File: src/rtl/multimode_ff_pkg.sv
// Shared definitions for the multimode flip-flop register: mode encodings,
// forbidden-SR policy codes and the S=R=1 resolution helper.
package multimode_ff_pkg;

  typedef enum logic [2:0] {
    MODE_HOLD = 3'b000,
    MODE_D    = 3'b001,
    MODE_T    = 3'b010,
    MODE_JK   = 3'b011,
    MODE_SR   = 3'b100,
    MODE_SHL  = 3'b101,
    MODE_SHR  = 3'b110,
    MODE_CLR  = 3'b111
  } mode_e;

  localparam int SRP_HOLD   = 0;
  localparam int SRP_SET    = 1;
  localparam int SRP_RESET  = 2;
  localparam int SRP_TOGGLE = 3;

  // Resolves S=R=1; unknown policy codes fall back to hold so q never goes X.
  function automatic logic sr_forbidden_nxt(input int policy, input logic q);
    logic r;
    case (policy)
      SRP_SET:    r = 1'b1;
      SRP_RESET:  r = 1'b0;
      SRP_TOGGLE: r = ~q;
      default:    r = q;
    endcase
    return r;
  endfunction

endpackage

File: src/rtl/mm_ff_cell.sv
// Combinational next-state function for one bit of multimode_ff_reg.
// Flops, enable gating, shift wiring and error tracking live in the top level.
module mm_ff_cell
  import multimode_ff_pkg::*;
#(
  parameter int SR_POLICY = SRP_HOLD
) (
  input  logic [2:0] mode,
  input  logic       q,
  input  logic       a,
  input  logic       b,
  input  logic       shift_src,
  input  logic       rst_bit,
  output logic       nxt
);

  always_comb begin
    nxt = q;
    case (mode)
      MODE_HOLD: nxt = q;
      MODE_D:    nxt = a;
      MODE_T:    nxt = q ^ a;
      MODE_JK: begin
        case ({a, b})
          2'b01:   nxt = 1'b0;
          2'b10:   nxt = 1'b1;
          2'b11:   nxt = ~q;
          default: nxt = q;
        endcase
      end
      MODE_SR: begin
        case ({a, b})
          2'b01:   nxt = 1'b0;
          2'b10:   nxt = 1'b1;
          2'b11:   nxt = sr_forbidden_nxt(SR_POLICY, q);
          default: nxt = q;
        endcase
      end
      MODE_SHL, MODE_SHR: nxt = shift_src;
      MODE_CLR:           nxt = rst_bit;
      default:            nxt = q;
    endcase
  end

endmodule

File: src/rtl/multimode_ff_reg.sv
// WIDTH-bit register whose bits act as D/T/JK/SR flip-flops or a shift register,
// with sticky reporting of forbidden S=R=1 inputs.
module multimode_ff_reg
  import multimode_ff_pkg::*;
#(
  parameter int               WIDTH     = 8,
  parameter logic [WIDTH-1:0] RESET_VAL = '0,
  parameter int               SR_POLICY = SRP_HOLD
) (
  input  logic             clk,
  input  logic             res,
  input  logic             en,
  input  logic [2:0]       mode,
  input  logic [WIDTH-1:0] a,
  input  logic [WIDTH-1:0] b,
  input  logic             ser_in,
  input  logic             err_clr,
  output logic [WIDTH-1:0] q,
  output logic [WIDTH-1:0] qn,
  output logic             ser_out,
  output logic             sr_err,
  output logic [WIDTH-1:0] err_bits
);

  logic [WIDTH-1:0] q_q, q_d;
  logic [WIDTH-1:0] nxt;
  logic [WIDTH-1:0] shift_src;
  logic [WIDTH-1:0] viol_bits;
  logic             viol;
  logic             sr_err_q, sr_err_d;
  logic [WIDTH-1:0] err_bits_q, err_bits_d;

  // Shift neighbours are wired per bit so WIDTH=1 degenerates to loading ser_in.
  for (genvar gi = 0; gi < WIDTH; gi++) begin : g_bit
    logic shl_src, shr_src;

    if (gi == 0) begin : g_shl_edge
      assign shl_src = ser_in;
    end else begin : g_shl_mid
      assign shl_src = q_q[gi-1];
    end

    if (gi == WIDTH - 1) begin : g_shr_edge
      assign shr_src = ser_in;
    end else begin : g_shr_mid
      assign shr_src = q_q[gi+1];
    end

    assign shift_src[gi] = (mode == MODE_SHR) ? shr_src : shl_src;

    mm_ff_cell #(
      .SR_POLICY(SR_POLICY)
    ) u_cell (
      .mode     (mode),
      .q        (q_q[gi]),
      .a        (a[gi]),
      .b        (b[gi]),
      .shift_src(shift_src[gi]),
      .rst_bit  (RESET_VAL[gi]),
      .nxt      (nxt[gi])
    );
  end

  assign viol_bits = a & b;
  assign viol      = en && (mode == MODE_SR) && (|viol_bits);

  always_comb begin
    q_d        = en ? nxt : q_q;
    sr_err_d   = sr_err_q;
    err_bits_d = err_bits_q;
    // A violation on the clearing edge wins, but only its own bits survive.
    if (viol) begin
      sr_err_d   = 1'b1;
      err_bits_d = err_clr ? viol_bits : (err_bits_q | viol_bits);
    end else if (err_clr) begin
      sr_err_d   = 1'b0;
      err_bits_d = '0;
    end
  end

  always_ff @(posedge clk or negedge res) begin
    if (!res) begin
      q_q        <= RESET_VAL;
      sr_err_q   <= 1'b0;
      err_bits_q <= '0;
    end else begin
      q_q        <= q_d;
      sr_err_q   <= sr_err_d;
      err_bits_q <= err_bits_d;
    end
  end

  always_comb begin
    ser_out = 1'b0;
    if (mode == MODE_SHL) ser_out = q_q[WIDTH-1];
    else if (mode == MODE_SHR) ser_out = q_q[0];
  end

  assign q        = q_q;
  assign qn       = ~q_q;
  assign sr_err   = sr_err_q;
  assign err_bits = err_bits_q;

endmodule

File: config.mk
export PLATFORM = sky130hd
export DESIGN_NAME = multimode_ff_reg
export DESIGN_NICKNAME = d
export VERILOG_FILES = /design/src/rtl/multimode_ff_pkg.sv /design/src/rtl/mm_ff_cell.sv /design/src/rtl/multimode_ff_reg.sv
export SDC_FILE = /design/constraint.sdc
export NUM_CORES = 1
export LEC_CHECK = 0
export CAP_MARGIN = 20
export CORE_MARGIN = 2
export CORE_UTILIZATION = 50
export DETAILED_ROUTE_END_ITERATION = 12
export PLACE_DENSITY_LB_ADDON = 0.1
export SLEW_MARGIN = 25
export SYNTH_ARGS = -nofsm -noshare
export SYNTH_HDL_FRONTEND = slang
export SYNTH_HIERARCHICAL = 1
export SYNTH_SLANG_ARGS = --single-unit
File: constraint.sdc
create_clock -name clk -period 2.5 [get_ports clk]
set_clock_uncertainty 0.15 [all_clocks]
set_input_delay 0.25 -clock clk [delete_from_list [all_inputs] [get_ports clk]]
set_output_delay 0.25 -clock clk [all_outputs]
set_load 0.005 [all_outputs]
==> flow_summary.yaml <==
floorplan:
  coreArea_mm2: 0.003363
  initial_core_util_pct: 52.12
  placementRows: 21
  die_x_um: 63.21
  die_h_um: 63.21
  fp.dieArea_mm2: 0.003996
  ios: 50
cells_and_area:
  final_common_cell: "clkdlybuf4s50_1"
  final_cell_mix: "clkdlybuf4s50_1 (48), inv_1 (33), nand2_1 (24)"
  drive_gt1_share_pct: 19.85
  stdcell_count: 318
  nets: 305
  diodes: 0
  final_area_mm2: 0.002376
  area_growth_pct: 35.55
run_status:
  outcome: "completed"
timing:
  max_freq_ghz: 0.4556
  worst_slew_pin_slew_ns: 0.8194
  post-route-period-util_pct: 87.81
  setup_viol: 0
  rsz0062_at_grt: "no"
  slew_violations: 0
  setup_ws_ns: 0.3049
  max_slew_margin_pct: 45.20
  fin_tns_setup_ns: 0
  final_hold_viol_count: 0
  period_needed_ns: 2.195
global_route:
  track_usage_pct: 23.41
  gr-max-usage-layer: "met2"
  grt_max_degree: 33
  grt_overflow: 0
  grt_first_pass_wirelength_um: 7562
  use_met1_pct: 33.63
  grt_pass1_vias: 1580
  grt_use_met2_pct: 35.24
  antenna_found_initial: 0
  gr-usage-met3_pct: 3.571
critical_path:
  timing.critical_path.to_type: "output pin"
  path_class: "reg2out"
  startpoint_type: "flip-flop"
  worstPathMaxFanout: 7
  r2r_slack_ns: 0.83
  arrival_ns: 1.80
  rr_endpoint: "q[7]"
  critPathSlowestCell: "clkdlybuf4s50_1"
  crit_chain: "nand2_1 -> o21ai_0 -> and2_1 -> clkdlybuf4s50_1"
  required_ns: 2.10
  rr_worst_depth: 6
  slowest_delay_ns: 0.50
  reg2reg_from: "q[6]"
run:
  cap_violations: 0
placed_design:
  dpl_cell_area_mm2: 0.002350
  dpl.cell_count: 314
  portBuffers: 49
  dp_slack_ns: 0.2179
  place_hpwl_um: 3259
  place.gp.congestion: 0.8353
clock_network:
  cts_tree: "done"
  clock_latency_ns: 0.30
  cts_setup_buffers: 0
  h-tree-depth: 1
  cts_resized: 0
  cts.sinks: 17
  cts_buffer_depth: 2
  cts-hold-fix-buffers: 0
  cts_made_buffers: 3
  cts.clk_slew.worst_paths_ns: 0.10
  root_buffer: "clkbuf_4"
routing:
  drt_iter0_drc: 109
  num_vias: 1766
  drt_pre_antenna_iters: 4
  drc_errors: 0
  drt-wirelength-per-cell_um: 13.59
  wirelength_um: 4323
  vias_per_cell: 5.553
  ant_nets: 0
logic_synthesis:
  synth_seq_cells: 17
  ys_types: 26
  ys_seq_area_share_pct: 24.27
  syn_area_mm2: 0.001753
  syn_inst: 209
  avgSynthCellArea_um2: 8.387
  yosysWarnings: 6
pwr:
  vdd_ir_drop_max_mv: 0.2934
  totalPowerFinal_mw: 0.9345
  p_per_area_mw_per_mm2: 393.3
  leakage_nw: 1.031
min_path:
  hp-class: "in2async"
## logic make-up (layout without fill, tap and decap cells)
logic type | count (synthesis) | count (layout) | synth area share (%)
other | 1 | 8 | 0.2139
AND/OR/NAND/NOR | 64 | 64 | 20.91
buffers and inverters | 37 | 93 | 8.494
flip-flops | 17 | 17 | 24.27
AO/OA/AOI/OAI | 57 | 57 | 22.41
adder cells (fa/ha/maj) | 8 | 8 | 5.710
multiplexers | 25 | 25 | 17.99
## worst max path at each step
stage          startpoint      end  slack [ns]  depth (start not counted)
2_1_floorplan     mode[2]     q[7]        0.85                          8
3_3_place_gp      mode[2]     q[7]        0.24                          9
3_5_place_dp      mode[2]     q[7]        0.22                          9
4_1_cts              q[7]  ser_out        0.33                          4
5_1_grt              q[7]  ser_out        0.22                          4
6_report             q[7]  ser_out        0.30                          4
## report_power, final
group | internal, mW | switching [mW] | leakage, nW | total, mW
logic | 0.241 | 0.194 | 0.791 | 0.435
clock network | 0.0623 | 0.0944 | 0.0150 | 0.157
registers | 0.298 | 0.0450 | 0.225 | 0.343
## cell type report
| class | count | area, um2 |
|---|---|---|
| inverters | 33 | 123.9 |
| clock buffers | 4 | 26.28 |
| repair buffers | 56 | 538.0 |
| flip-flops and latches | 17 | 425.4 |
| multi-input cells | 162 | 1205 |
| fillers | 307 | 987.2 |
| well taps | 46 | 57.56 |
## metrics by stage
step	hold slack [ns]	util [%]
2_1_floorplan	-0.1956	-
3_3_place_gp	0.3661	69.87
3_5_place_dp	0.3688	69.87
4_1_cts	0.2867	70.65
5_1_grt	0.3307	70.65
6_report	0.2623	70.65
## synthesized netlist by cell type
master	n	area (um2)
nand4_1	2	12.51
o21ai_2	7	61.31
nor3_1	16	80.08
ha_1	8	100.1
nor2b_4	1	13.76
buf_6	1	11.26
nand3_2	8	80.08
nand3b_2	1	11.26
inv_1	33	123.9
dfrtp_1	17	425.4
and2_1	1	6.260
mux2_2	16	180.2
nand2_4	1	11.26
nor2b_1	8	50.05
a21oi_1	8	40.04
buf_2	2	10.01
conb_1	1	3.750
nand3b_1	1	7.510
nor2_1	1	3.750
o41ai_1	8	70.07
o221ai_1	8	70.07
buf_1	1	3.750
o21ai_0	9	45.04
nand2_1	24	90.09
mux2_4	9	135.1
o22ai_1	17	106.4
## registers in the layout, summed over array words and instances, names as in the netlist
signal and flops:
err_bits 8, sr_err 1, q 8
## per-layer routing
layer | vias up | part of all wire [%]
li1 | 893 | -
met1 | 808 | 48
met2 | 55 | 45
met3 | 10 | 4.6
met4 | 0 | 2.8
met5 | - | 0
## critical path: cells and delay by family (launching register included)
| kind | cells | cell delay (ns) |
|---|---|---|
| AOI/OAI and AO/OA | 1 | 0.25 |
| buffers and inverters | 1 | 0.50 |
| and+or+nand+nor | 2 | 0.25 |
| DFF | 1 | 0.49 |
Note: power is estimated with default switching activity, not from simulation.
